--- config.mk ---
export PLATFORM = sky130hd
export DESIGN_NAME = bcd_sub_serial_flat
export DESIGN_NICKNAME = d
export VERILOG_FILES = /design/src/rtl/bcd_sub_serial_if.sv /design/src/rtl/bcd_sub_serial.sv /design/src/flat_wrapper.sv
export SDC_FILE = /design/constraint.sdc
export NUM_CORES = 1
export LEC_CHECK = 0
export ABC_AREA = 1
export CORE_ASPECT_RATIO = 1.1
export CORE_MARGIN = 3
export CORE_UTILIZATION = 55
export CTS_CLUSTER_DIAMETER = 80
export DETAILED_ROUTE_END_ITERATION = 7
export PLACE_DENSITY = 0.8
export SLEW_MARGIN = 20
export SYNTH_ARGS = -nofsm -noshare
export SYNTH_HDL_FRONTEND = slang
export SYNTH_SLANG_ARGS = --single-unit
--- constraint.sdc ---
create_clock -name clk -period 6.7 [get_ports clk]
set_input_delay 1.34 -clock clk [delete_from_list [all_inputs] [get_ports clk]]
set_output_delay 1.34 -clock clk [all_outputs]
set_load 0.03 [all_outputs]
--- src/rtl/bcd_sub_serial_if.sv ---
// Operand/result bundle for the serial BCD subtractor; the master side issues
// operands and start, the slave side returns status and results.
interface bcd_sub_serial_if #(
  parameter int DIGITS = 4
);
  logic                  start;
  logic [4*DIGITS-1:0]   a;
  logic [4*DIGITS-1:0]   b;
  logic                  ready;
  logic                  busy;
  logic                  done;
  logic [4*DIGITS-1:0]   diff;
  logic                  neg;
  logic                  invalid;

  modport master (
    output start, a, b,
    input  ready, busy, done, diff, neg, invalid
  );

  modport slave (
    input  start, a, b,
    output ready, busy, done, diff, neg, invalid
  );
endinterface

--- src/rtl/bcd_sub_serial.sv ---
// Digit-serial packed-BCD subtractor returning |a-b|, sign and an invalid flag.
// Latency DIGITS+1 (a>=b), 2*DIGITS+1 (a<b), 1 (invalid); start ignored while busy.
module bcd_sub_serial #(
  parameter int DIGITS = 4
) (
  input  logic              clk,
  input  logic              n_rst,
  bcd_sub_serial_if.slave   bus
);
  localparam int W = 4 * DIGITS;

  typedef enum logic [1:0] {IDLE, SUB, CPL, DONE} state_t;

  state_t         state, state_nxt;
  logic [W-1:0]   a_q, b_q, r_q, diff_q;
  logic [3:0]     idx_q;
  logic           borrow_q, neg_q, bad_q;
  logic           done_q, neg_o, invalid_o;

  logic [3:0]     op_x, op_y, res;
  logic [4:0]     t;
  logic           borrow_out, last, in_bad;

  // In CPL the minuend is zero and the subtrahend is the working result.
  always_comb begin
    op_x = 4'd0;
    op_y = 4'd0;
    for (int i = 0; i < DIGITS; i++) begin
      if (idx_q == 4'(i)) begin
        op_x = (state == SUB) ? a_q[i*4 +: 4] : 4'd0;
        op_y = (state == SUB) ? b_q[i*4 +: 4] : r_q[i*4 +: 4];
      end
    end
  end

  always_comb begin
    t          = {1'b0, op_x} - {1'b0, op_y} - {4'd0, borrow_q};
    borrow_out = t[4];
    res        = borrow_out ? (t[3:0] + 4'd10) : t[3:0];
    last       = (idx_q == 4'(DIGITS - 1));
  end

  always_comb begin
    in_bad = 1'b0;
    for (int i = 0; i < DIGITS; i++) begin
      if ((bus.a[i*4 +: 4] > 4'd9) || (bus.b[i*4 +: 4] > 4'd9)) in_bad = 1'b1;
    end
  end

  always_ff @(posedge clk or negedge n_rst) begin
    if (!n_rst) state <= IDLE;
    else        state <= state_nxt;
  end

  always_comb begin
    state_nxt = state;
    case (state)
      IDLE: if (bus.start) state_nxt = in_bad ? DONE : SUB;
      SUB:  if (last) state_nxt = borrow_out ? CPL : DONE;
      CPL:  if (last) state_nxt = DONE;
      DONE: state_nxt = IDLE;
      default: state_nxt = IDLE;
    endcase
  end

  always_ff @(posedge clk or negedge n_rst) begin
    if (!n_rst) begin
      a_q       <= '0;
      b_q       <= '0;
      r_q       <= '0;
      idx_q     <= 4'd0;
      borrow_q  <= 1'b0;
      neg_q     <= 1'b0;
      bad_q     <= 1'b0;
      done_q    <= 1'b0;
      diff_q    <= '0;
      neg_o     <= 1'b0;
      invalid_o <= 1'b0;
    end else begin
      done_q <= (state == DONE);
      case (state)
        IDLE: begin
          if (bus.start) begin
            a_q      <= bus.a;
            b_q      <= bus.b;
            r_q      <= '0;
            idx_q    <= 4'd0;
            borrow_q <= 1'b0;
            neg_q    <= 1'b0;
            bad_q    <= in_bad;
          end
        end
        SUB, CPL: begin
          for (int i = 0; i < DIGITS; i++) begin
            if (idx_q == 4'(i)) r_q[i*4 +: 4] <= res;
          end
          if (last) begin
            // Borrow out of the top digit means a<b: complement pass follows.
            idx_q    <= 4'd0;
            borrow_q <= 1'b0;
            if (state == SUB) neg_q <= borrow_out;
          end else begin
            idx_q    <= idx_q + 4'd1;
            borrow_q <= borrow_out;
          end
        end
        DONE: begin
          diff_q    <= bad_q ? '0 : r_q;
          neg_o     <= bad_q ? 1'b0 : neg_q;
          invalid_o <= bad_q;
        end
        default: ;
      endcase
    end
  end

  assign bus.ready   = (state == IDLE);
  assign bus.busy    = (state != IDLE);
  assign bus.done    = done_q;
  assign bus.diff    = diff_q;
  assign bus.neg     = neg_o;
  assign bus.invalid = invalid_o;
endmodule

--- src/flat_wrapper.sv ---
// flat-port wrapper written by rule: the top's interface ports become plain ports
module bcd_sub_serial_flat 
#(
  parameter int DIGITS = 4
)
  (clk, n_rst, bus_start, bus_a, bus_b, bus_ready, bus_busy, bus_done, bus_diff, bus_neg, bus_invalid);
  bcd_sub_serial_if #(.DIGITS(DIGITS)) bus_i ();
  input  logic clk;
  input  logic n_rst;
  input wire logic [$bits(bus_i.start)-1:0] bus_start;
  input wire logic [$bits(bus_i.a)-1:0] bus_a;
  input wire logic [$bits(bus_i.b)-1:0] bus_b;
  output wire logic [$bits(bus_i.ready)-1:0] bus_ready;
  output wire logic [$bits(bus_i.busy)-1:0] bus_busy;
  output wire logic [$bits(bus_i.done)-1:0] bus_done;
  output wire logic [$bits(bus_i.diff)-1:0] bus_diff;
  output wire logic [$bits(bus_i.neg)-1:0] bus_neg;
  output wire logic [$bits(bus_i.invalid)-1:0] bus_invalid;
  assign bus_i.start = bus_start;
  assign bus_i.a = bus_a;
  assign bus_i.b = bus_b;
  assign bus_ready = bus_i.ready;
  assign bus_busy = bus_i.busy;
  assign bus_done = bus_i.done;
  assign bus_diff = bus_i.diff;
  assign bus_neg = bus_i.neg;
  assign bus_invalid = bus_i.invalid;
  bcd_sub_serial #(.DIGITS(DIGITS)) u_core (.clk(clk), .n_rst(n_rst), .bus(bus_i));
endmodule
==> results of run 1 <==
-- placed cells by master, fill, tap and decap left out, types with 2 or more instances in the layout --
cell type,count
sky130_fd_sc_hd__nand2_1,169
sky130_fd_sc_hd__dfrtp_1,76
sky130_fd_sc_hd__o21ai_0,56
sky130_fd_sc_hd__clkdlybuf4s50_1,54
sky130_fd_sc_hd__inv_1,48
sky130_fd_sc_hd__nor2_1,18
sky130_fd_sc_hd__a21oi_1,16
sky130_fd_sc_hd__nand3_1,13
sky130_fd_sc_hd__ha_1,13
sky130_fd_sc_hd__clkbuf_8,9
sky130_fd_sc_hd__nand4_1,7
sky130_fd_sc_hd__inv_2,6
sky130_fd_sc_hd__nand2_2,6
sky130_fd_sc_hd__o211ai_1,5
sky130_fd_sc_hd__o21ai_1,4
sky130_fd_sc_hd__o21ai_2,4
sky130_fd_sc_hd__nor2_4,3
sky130_fd_sc_hd__nand2_4,3
sky130_fd_sc_hd__buf_4,3
sky130_fd_sc_hd__clkinv_1,2
sky130_fd_sc_hd__a31oi_1,2
sky130_fd_sc_hd__a32oi_1,2
sky130_fd_sc_hd__a22o_1,2
sky130_fd_sc_hd__nand3_2,2
sky130_fd_sc_hd__fa_1,2
sky130_fd_sc_hd__inv_6,2
sky130_fd_sc_hd__bufinv_16,2
-- path summary, 6_finish.rpt --
| path | from | endpoint | cells past startpoint |
|---|---|---|---|
| max in group asynchronous | n_rst | u_core.a_q[5] | 2 |
| worst max register to register | u_core.state[1] | u_core.r_q[5] | 21 |
| worst min-delay path | u_core.a_q[11] | u_core.a_q[11] | 2 |
| worst max-delay path | u_core.state[1] | u_core.r_q[5] | 21 |
| worst min register to register | u_core.a_q[11] | u_core.a_q[11] | 2 |
| min in group asynchronous | n_rst | u_core.bus.invalid | 2 |
-- sequential cells by signal, indices dropped and copies added, names as in the netlist --
register,cells
u_core.borrow_q,1
u_core.state,2
u_core.bad_q,1
u_core.idx_q,4
u_core.bus.done,1
u_core.neg_q,1
u_core.r_q,16
u_core.b_q,16
u_core.bus.diff,16
u_core.bus.invalid,1
u_core.bus.neg,1
u_core.a_q,16
-- final cells by class --
cell class / count / area, sq um
Fill cell: 571 / 2030
Sequential cell: 76 / 1900
Multi-Input combinational cell: 335 / 1700
Timing Repair Buffer: 58 / 568
Inverter: 57 / 216
Clock buffer: 9 / 124
Tap cell: 82 / 103
Clock inverter: 7 / 98.8
-- metal layers --
| layer | global-route usage (%) | vias to the layer above | wire [um] |
|---|---|---|---|
| li1 | - | 1651 | - |
| met1 | 30.4 | 1549 | 3910 |
| met2 | 39.6 | 128 | 4270 |
| met3 | 5.41 | 26 | 523 |
| met4 | 10.9 | 0 | 240 |
| met5 | 0 | - | 0 |
-- cells by family after synthesis --
group,count (synthesis)
AOI/OAI and AO/OA,93
adders and majority gates,15
buffers and inverters,72
DFF,76
and+or+nand+nor,227
-- worst register-to-register path: stages, from the launching register on --
cell and delay, ns:
sky130_fd_sc_hd__dfrtp_1 0.42, sky130_fd_sc_hd__inv_1 0.11, sky130_fd_sc_hd__ha_1 0.14, sky130_fd_sc_hd__buf_4 0.27, sky130_fd_sc_hd__clkinv_1 0.28, sky130_fd_sc_hd__nand2_1 0.12, sky130_fd_sc_hd__o21ai_0 0.09, sky130_fd_sc_hd__o2bb2ai_1 0.13
sky130_fd_sc_hd__nand2_1 0.06, sky130_fd_sc_hd__a31oi_1 0.17, sky130_fd_sc_hd__fa_1 0.19, sky130_fd_sc_hd__inv_1 0.07, sky130_fd_sc_hd__fa_1 0.43, sky130_fd_sc_hd__inv_1 0.06, sky130_fd_sc_hd__nand2_1 0.07, sky130_fd_sc_hd__nand2_1 0.09
sky130_fd_sc_hd__nand3_1 0.13, sky130_fd_sc_hd__nand2_2 0.14, sky130_fd_sc_hd__inv_1 0.07, sky130_fd_sc_hd__or2_1 0.20, sky130_fd_sc_hd__nand3_1 0.14, sky130_fd_sc_hd__o21ai_0 0.12
-- report_power, final --
part / leakage, nW / internal [mW] / switching [mW] / total, mW
combinational: 1.26 / 0.553 / 1.10 / 1.65
clock: 0.110 / 0.212 / 0.183 / 0.395
sequential: 0.974 / 0.663 / 0.120 / 0.783
total: 2.34 / 1.43 / 1.40 / 2.83
-- per-stage QoR --
| stage | hold slack, ns | instance area (sq um) | util [%] | power (mW) |
|---|---|---|---|---|
| 6_report | 0.482 | 4710 | 69.9 | 2.83 |
| 5_1_grt | 0.515 | 4710 | 69.9 | 3.08 |
| 4_1_cts | 0.487 | 4710 | 69.9 | 2.82 |
| 3_5_place_dp | 0.466 | 4490 | 66.6 | 2.41 |
| 3_3_place_gp | 0.464 | 4490 | 66.6 | 2.34 |
| 2_1_floorplan | 0.444 | 3900 | - | 1.98 |
==> flow_metrics.py, run 1 <==
metrics = {
    "global_routing": {
        "grt_start_max_net_pins": 77,
        "gr-total-overflow": 0,
        "number_of_antenna_violations_at_the_first_check_in_global_routing": 0,
        "grt_use_total_pct": 24.1,
        "vias_in_the_first_global_route": 3230,
        "grt_pass1_wl_um": 15000,
    },
    "clock_network": {
        "cts_root_buf": "sky130_fd_sc_hd__clkbuf_8",
        "cts-htree-levels": 3,
        "cts.clk_slew.worst_paths_ns": 0.08,
        "numCtsBuffers": 9,
        "cts_setup_buffers": 0,
        "clk_latency_ns": 0.36,
        "cts_sinks": 76,
        "tritoncts": "built",
        "cts_repair_resize_count": 0,
        "maximum_clock_insertion_buffer_count": 2,
        "cts_hold_buffers": 0,
    },
    "drt": {
        "num_vias": 3354,
        "drc": 0,
        "routed_via_density": 5.38,
        "detail_route.wirelength_um": 8950,
        "post_dr_wirelength_cell_um": 14.3,
        "drt-pass1-iter-count": 5,
        "dr.first_iter.drc_count": 183,
        "drt.antenna.violating_nets": 0,
    },
    "setup_path": {
        "worstSetupStartpointType": "flip-flop",
        "cpPeakStageDelay_ns": 0.43,
        "path_class": "reg -> reg",
        "slack_of_the_worst_reg_to_reg_path_ns": 3.07,
        "crit_path_top_delay_cell": "sky130_fd_sc_hd__fa_1",
        "path_max_fanout": 32,
        "path_buf_inv": 6,
        "critPathCaptureType": "flip-flop",
        "arrival_ns": 3.87,
        "cpLargestDelayFamily": "simple AND/OR/NAND/NOR gates",
        "critical_path_required_ns": 6.94,
        "crit_path_cell_trace": "inv_1 > ha_1 > buf_4 > clkinv_1 > nand2_1 > o21ai_0 > o2bb2ai_1 > nand2_1 > a31oi_1 > fa_1 > inv_1 > fa_1 > inv_1 > nand2_1 > nand2_1 > nand3_1 > nand2_2 > inv_1 > or2_1 > nand3_1 > o21ai_0",
    },
    "power": {
        "max-vdd-ir-drop_mv": 0.342,
        "power_leakage_nw": 2.34,
        "power_density_over_the_cells_nw_per_um2": 600,
    },
    "timing": {
        "post-route-worst-setup-slack_ns": 3.07,
        "fmax_mhz": 275,
        "timing.slew.headroom_pct": 38.5,
        "setup_viol": 0,
        "worst_pin_slew_ns": 0.923,
        "tns_ns": 0,
        "finalHoldViolations": 0,
        "final_max_slew_viol_count": 0,
        "layout_worst_path_cycle_share_pct": 54.2,
        "worst_clock_skew_ns": 0.00857,
        "final_period_minus_worst_setup_slack_ns": 3.63,
        "rsz0062_at_grt": "no",
    },
    "floorplan": {
        "die-area_sq_um": 8140,
        "design.core.area_sq_um": 6750,
        "dieHeight_um": 94.3,
        "placementRows": 31,
        "boundaryPins": 56,
        "die_w_um": 86.3,
        "start_util_pct": 57.8,
    },
    "job": {
        "maxCapViolations": 0,
    },
    "yosys": {
        "post_synth_most_frequent_cells": "sky130_fd_sc_hd__nand2_1, sky130_fd_sc_hd__dfrtp_1, sky130_fd_sc_hd__o21ai_0, sky130_fd_sc_hd__inv_1, sky130_fd_sc_hd__nor2_1",
        "synth.area.top_cells": "sky130_fd_sc_hd__dfrtp_1, sky130_fd_sc_hd__nand2_1, sky130_fd_sc_hd__o21ai_0",
        "synth.yosys.warnings": 0,
        "synth_top_family_by_area": "simple AND/OR/NAND/NOR gates",
        "synth_cells": 483,
        "synth-async-reset-ratio_pct": 100,
        "synthMostInstantiatedCell": "sky130_fd_sc_hd__nand2_1",
        "synthesis.area_sq_um": 3900,
        "post_synth.cell_area_avg_sq_um": 8.08,
        "compound_gate_fraction_of_synth_area_pct": 13.2,
        "post-synth-top-area-cell": "sky130_fd_sc_hd__dfrtp_1",
        "synth.ff_latch_count": 76,
        "yosysTopAreaCellShare_pct": 48.7,
        "syn_nets": 533,
        "synthDistinctLibCells": 34,
        "muxShareOfSynthArea_pct": 0,
        "synthAdderAreaFrac_pct": 5.19,
        "post_synth_and_or_nand_nor_area_fraction_pct": 25.2,
        "post_synth_xor_area_fraction_pct": 0,
        "synth.yosys.seq_area_share_pct": 48.7,
        "synth_edf_count": 0,
        "dominantRegCellSynth": "sky130_fd_sc_hd__dfrtp_1",
    },
    "final_layout": {
        "final_cells": 624,
        "finalNetCount": 587,
        "count_of_inserted_antenna_diode_cells": 0,
        "final_layout_size_suffix_gt1_share_pct": 9.04,
        "synthToLayoutAreaGrowth_pct": 20.8,
    },
    "run_status": {
        "status": "completed",
    },
    "placed_design": {
        "dp_worst_setup_slack_ns": 3.06,
        "dp.cells": 608,
        "gp_congestion": 0.927,
        "dp.final_hpwl_um": 6630,
        "io_buffer_count": 55,
    },
    "hold_path": {
        "hold_path.class": "reg -> reg",
    },
}
Power figures use the tool's default switching activity.
==> run 2, diff against run 1 <==
Clock period 6.7 ns to 3.7 ns, I/O delays scaled along.
==> run 2 against run 1 <==
Maximum frequency grew 8.2%. Sequential share of layout area shrank 0.15 points. Cell count grew 0.32%. Clock skew grew 0.00083 ns. Combinational power grew 81%. Setup slack lost 2.7 ns. Via count grew 0.36%. Register-to-register slack lost 2.7 ns. Hold slack gained 0.0051 ns. Clock-buffer cell count grew 2. Critical endpoint is now u_core.r_q[13].
==> flow_metrics.py, run 2 (synthesis results as in run 1) <==
metrics = {
    "floorplan": {
        "die-area_sq_um": 8140,
        "design.core.area_sq_um": 6750,
        "die_w_um": 86.3,
        "placementRows": 31,
        "start_util_pct": 57.8,
        "boundaryPins": 56,
        "dieHeight_um": 94.3,
    },
    "timing": {
        "layout_worst_path_cycle_share_pct": 90.8,
        "timing.slew.headroom_pct": 38.1,
        "worst_clock_skew_ns": 0.00940,
        "post-route-worst-setup-slack_ns": 0.341,
        "final_max_slew_viol_count": 0,
        "setup_viol": 0,
        "rsz0062_at_grt": "no",
        "tns_ns": 0,
        "finalHoldViolations": 0,
        "fmax_mhz": 298,
        "worst_pin_slew_ns": 0.928,
        "final_period_minus_worst_setup_slack_ns": 3.36,
    },
    "global_routing": {
        "vias_in_the_first_global_route": 3253,
        "grt_pass1_wl_um": 15100,
        "grt_use_total_pct": 24.1,
        "gr-total-overflow": 0,
        "grt_start_max_net_pins": 77,
        "number_of_antenna_violations_at_the_first_check_in_global_routing": 0,
    },
    "placed_design": {
        "gp_congestion": 0.938,
        "io_buffer_count": 55,
        "dp_worst_setup_slack_ns": 0.381,
        "dp.final_hpwl_um": 7000,
    },
    "final_layout": {
        "count_of_inserted_antenna_diode_cells": 0,
        "layout.cells.most_common": "sky130_fd_sc_hd__nand2_1",
        "final_cell_mix": "sky130_fd_sc_hd__nand2_1, sky130_fd_sc_hd__dfrtp_1, sky130_fd_sc_hd__o21ai_0",
        "synthToLayoutAreaGrowth_pct": 21.3,
        "final_layout_size_suffix_gt1_share_pct": 9.19,
        "finalNetCount": 589,
    },
    "setup_path": {
        "critical_path_required_ns": 3.93,
        "path_max_fanout": 31,
        "arrival_ns": 3.59,
        "critPathCaptureType": "flip-flop",
        "path_class": "reg -> reg",
        "slack_of_the_worst_reg_to_reg_path_ns": 0.34,
        "worstSetupStartpointType": "flip-flop",
    },
    "run_status": {
        "status": "completed",
    },
    "power": {
        "power.switching_mw": 2.51,
        "power_leakage_nw": 2.35,
        "seq_power_share_pct": 27.9,
        "switching_fraction_pct": 49.0,
        "share_clk_of_total_power_pct": 13.8,
        "power_frac_comb_pct": 58.3,
        "max-vdd-ir-drop_mv": 0.572,
        "cell_internal_pwr_mw": 2.62,
        "power_density_over_the_cells_nw_per_um2": 1080,
    },
    "clock_network": {
        "cts_sinks": 76,
        "cts.clk_slew.worst_paths_ns": 0.08,
        "cts-htree-levels": 3,
        "cts_root_buf": "sky130_fd_sc_hd__clkbuf_8",
        "cts_repair_resize_count": 0,
        "numCtsBuffers": 9,
        "clk_latency_ns": 0.36,
        "cts_setup_buffers": 0,
        "tritoncts": "built",
        "cts_hold_buffers": 0,
        "maximum_clock_insertion_buffer_count": 2,
    },
    "drt": {
        "dr.first_iter.drc_count": 140,
        "drt-pass1-iter-count": 5,
        "detail_route.wirelength_um": 9190,
        "drt.antenna.violating_nets": 0,
        "drc": 0,
        "post_dr_wirelength_cell_um": 14.7,
        "num_vias": 3366,
        "routed_via_density": 5.38,
    },
    "hold_path": {
        "hold_path.class": "reg -> reg",
    },
    "job": {
        "maxCapViolations": 0,
    },
}
==> run 2: critical path, cell delays in order, from the launching register on <==
cell and delay (ns):
sky130_fd_sc_hd__dfrtp_1 0.42, sky130_fd_sc_hd__inv_1 0.11, sky130_fd_sc_hd__ha_1 0.19, sky130_fd_sc_hd__buf_4 0.29, sky130_fd_sc_hd__nand2_1 0.08, sky130_fd_sc_hd__o21ai_0 0.09, sky130_fd_sc_hd__o2bb2ai_1 0.13, sky130_fd_sc_hd__nand2_1 0.06
sky130_fd_sc_hd__a31oi_1 0.18, sky130_fd_sc_hd__fa_1 0.20, sky130_fd_sc_hd__inv_1 0.07, sky130_fd_sc_hd__fa_1 0.44, sky130_fd_sc_hd__inv_1 0.06, sky130_fd_sc_hd__nand2_1 0.07, sky130_fd_sc_hd__nand2_1 0.08, sky130_fd_sc_hd__nand3_1 0.12
sky130_fd_sc_hd__nand2_2 0.14, sky130_fd_sc_hd__inv_1 0.07, sky130_fd_sc_hd__or2_1 0.20, sky130_fd_sc_hd__nand3_1 0.12, sky130_fd_sc_hd__o21ai_0 0.09
==> run 2: power by group through the flow <==
stage                     registers (mW)  clock network (mW)  logic, mW
final                               1.43               0.707       2.99
after detailed placement            1.44                   0       2.96
after floorplan                     1.52                   0       2.06
after CTS                           1.43               0.717       2.98
after global placement              1.43                   0       2.85
after global routing                1.47               0.751       3.35
==> run 2: per-layer routing <==
| metal | track usage [%] | part of all wire [%] | wire [um] |
|---|---|---|---|
| met5 | 0 | 0 | 0 |
| met1 | 31.4 | 44 | 4070 |
| met4 | 10.0 | 2.4 | 221 |
| met2 | 39.4 | 48 | 4380 |
| met3 | 4.89 | 5.6 | 519 |
==> run 2: final timing paths <==
check                                         from                 end  depth (start not counted)
min in group asynchronous                    n_rst      u_core.bus.neg                          2
worst min-delay path            u_core.bus.diff[8]  u_core.bus.diff[8]                          2
worst max register to register     u_core.state[1]      u_core.r_q[13]                         20
worst max-delay path               u_core.state[1]      u_core.r_q[13]                         20
max in group asynchronous                    n_rst      u_core.a_q[14]                          2
worst min register to register  u_core.bus.diff[8]  u_core.bus.diff[8]                          2
==> run 2: final cells by class <==
type / instances / area [sq um]
multi-input cells: 335 / 1700
flip-flops and latches: 76 / 1900
clock buffers: 11 / 141
inverters: 57 / 216
fillers: 552 / 2020
well taps: 82 / 103
repair buffers: 60 / 583
clock inverters: 5 / 83.8
==> run 2: stage by stage <==
step                power (mW)  cells  hold WS [ns]  util [%]  area, sq um
detailed placement        4.40    610         0.466      66.8         4510
floorplan                 3.59    483         0.444         -         3900
finish                    5.13    626         0.487      70.1         4730
global placement          4.28    610         0.462      66.8         4510
CTS                       5.12    626         0.489      70.1         4730
global route              5.57    626         0.506      70.1         4730
==> run 3, diff against run 2 <==
Settings changed: CTS_CLUSTER_SIZE set to 16, GPL_TIMING_DRIVEN set to 0.
==> run 3 against run 2 <==
Sequential share of layout area is 1.0 points lower. Clock skew is 0.0013 ns lower. Non-clock buffer count is 17 higher. Maximum frequency is 3.0% lower. Clock-buffer cell count stayed put. Critical path type unchanged. Wire length is 0.17% lower. First-iteration DRC count is 16% higher.
==> flow_metrics.py, run 3 (synthesis results as in run 1) <==
metrics = {
    "drt": {
        "routed_via_density": 5.34,
        "post_dr_wirelength_cell_um": 14.2,
        "drt-pass1-iter-count": 4,
        "drt.antenna.violating_nets": 0,
        "drc": 0,
        "num_vias": 3440,
        "dr.first_iter.drc_count": 163,
        "detail_route.wirelength_um": 9170,
    },
    "final_layout": {
        "count_of_inserted_antenna_diode_cells": 0,
        "final_layout_size_suffix_gt1_share_pct": 12.1,
        "fill_cells": 520,
        "final_core_utilization_pct": 72.0,
        "finalNetCount": 607,
        "final_cell_mix": "sky130_fd_sc_hd__nand2_1, sky130_fd_sc_hd__dfrtp_1, sky130_fd_sc_hd__o21ai_0",
        "synthToLayoutAreaGrowth_pct": 24.4,
        "layout.cells.most_common": "sky130_fd_sc_hd__nand2_1",
    },
    "floorplan": {
        "die_w_um": 86.3,
        "die-area_sq_um": 8140,
        "dieHeight_um": 94.3,
        "boundaryPins": 56,
        "design.core.area_sq_um": 6750,
        "placementRows": 31,
        "start_util_pct": 57.8,
    },
    "clock_network": {
        "cts_sinks": 76,
        "cts_root_buf": "sky130_fd_sc_hd__clkbuf_8",
        "maximum_clock_insertion_buffer_count": 2,
        "cts-htree-levels": 3,
        "numCtsBuffers": 9,
        "cts_hold_buffers": 0,
        "tritoncts": "built",
        "clk_latency_ns": 0.35,
        "cts.clk_slew.worst_paths_ns": 0.08,
    },
    "timing": {
        "layout_worst_path_cycle_share_pct": 93.6,
        "tns_ns": 0,
        "finalHoldViolations": 0,
        "worst_pin_slew_ns": 0.469,
        "final_period_minus_worst_setup_slack_ns": 3.46,
        "setup_viol": 0,
        "fmax_mhz": 289,
        "final_max_slew_viol_count": 0,
        "worst_clock_skew_ns": 0.00813,
        "timing.slew.headroom_pct": 68.8,
    },
    "global_routing": {
        "grt_pass1_wl_um": 14700,
        "grt_start_max_net_pins": 43,
        "grt_use_total_pct": 23.3,
        "gr-total-overflow": 0,
        "vias_in_the_first_global_route": 3135,
        "number_of_antenna_violations_at_the_first_check_in_global_routing": 0,
    },
    "job": {
        "maxCapViolations": 0,
    },
    "power": {
        "power_density_over_the_cells_nw_per_um2": 1080,
        "power_leakage_nw": 2.43,
        "max-vdd-ir-drop_mv": 0.756,
    },
    "setup_path": {
        "critical_path_required_ns": 3.94,
        "critical_path.endpoint": "u_core.r_q[3]",
        "path_class": "reg -> reg",
        "slack_of_the_worst_reg_to_reg_path_ns": 0.24,
        "worstReg2RegStart": "u_core.state[1]",
        "worst-r2r-cell-count": 17,
        "arrival_ns": 3.70,
        "worstSetupStartpointType": "flip-flop",
        "worst_setup_path_startpoint": "u_core.state[1]",
        "path_max_fanout": 10,
        "r2r-end": "u_core.r_q[3]",
        "critPathCaptureType": "flip-flop",
    },
    "placed_design": {
        "io_buffer_count": 55,
        "dp.final_hpwl_um": 6930,
        "gp_congestion": 0.950,
    },
    "hold_path": {
        "hold_path.class": "in -> async",
    },
    "run_status": {
        "status": "completed",
    },
}
run 3: cell types whose count changed in the layout (fill, tap and decap cells not counted), moves of 2 or more:
cell and change:
sky130_fd_sc_hd__buf_2 +6, sky130_fd_sc_hd__clkbuf_1 +4, sky130_fd_sc_hd__clkinv_2 +4, sky130_fd_sc_hd__buf_4 +2, sky130_fd_sc_hd__buf_6 +2
run 3: what timing repair did:
| item | 4_1_cts | 5_1_grt |
|---|---|---|
| setup buffers | 0 | 6 |
| setup endpoints to repair | 0 | 12 |
| resized for setup | 0 | 6 |
run 3: final cells by class:
cell class,instances,area (sq um),share of cell area [%]
sequential,76,1900,39.2
multi-input combinational,335,1730,35.6
timing repair buffer,62,613,12.6
inverter,57,220,4.53
clock buffer,11,151,3.12
tap,82,103,2.11
buffer,15,83.8,1.73
clock inverter,5,50.0,1.03
timing repair inverter,1,5.00,0.103
run 3: power breakdown:
group | total, mW | internal, mW | switching, mW | leakage, nW
clock | 0.638 | 0.344 | 0.294 | 0.109
combinational | 3.16 | 1.11 | 2.06 | 1.34
sequential | 1.42 | 1.20 | 0.221 | 0.974
total | 5.23 | 2.65 | 2.57 | 2.43
run 3: per-layer routing:
metal  GRT usage [%]  share of wire (%)  vias up
li1                -                  -     1701
met4            10.1                3.2        0
met1            31.6                 45     1605
met2            37.9                 48      111
met3            2.88                4.5       23
met5               0                  0        -
run 3: worst min-delay path by stage:
stage | from | to
final | n_rst | u_core.state[0]
after global routing | n_rst | u_core.state[0]
after CTS | n_rst | u_core.state[0]
after detailed placement | u_core.r_q[11] | u_core.r_q[11]
after global placement | u_core.r_q[15] | u_core.r_q[15]
after floorplan | n_rst | u_core.a_q[0]
run 3: critical path, stage by stage, from the launching register on:
cell                       delay [ns]
sky130_fd_sc_hd__dfrtp_1         0.43
sky130_fd_sc_hd__inv_1           0.14
sky130_fd_sc_hd__ha_4            0.20
sky130_fd_sc_hd__clkbuf_4        0.20
sky130_fd_sc_hd__buf_2           0.22
sky130_fd_sc_hd__nand2_1         0.10
sky130_fd_sc_hd__nor2_1          0.14
sky130_fd_sc_hd__a32oi_2         0.09
sky130_fd_sc_hd__fa_1            0.43
sky130_fd_sc_hd__inv_1           0.11
sky130_fd_sc_hd__fa_1            0.43
sky130_fd_sc_hd__ha_1            0.20
sky130_fd_sc_hd__inv_1           0.07
sky130_fd_sc_hd__nand4_1         0.09
sky130_fd_sc_hd__nand2_1         0.13
sky130_fd_sc_hd__nand3_2         0.14
sky130_fd_sc_hd__nand4_1         0.15
sky130_fd_sc_hd__nand2_1         0.06
run 3: metrics by stage:
| step | total power, mW | setup WS [ns] | std cells | area (sq um) | hold WS [ns] |
|---|---|---|---|---|---|
| global route | 5.69 | -0.00363 | 644 | 4860 | 0.366 |
| floorplan | 3.59 | 0.705 | 483 | 3900 | 0.444 |
| CTS | 5.10 | 0.196 | 637 | 4770 | 0.348 |
| detailed placement | 4.45 | 0.216 | 621 | 4570 | 0.468 |
| global placement | 4.35 | -0.668 | 620 | 4560 | 0.465 |
| finish | 5.23 | 0.237 | 644 | 4860 | 0.331 |
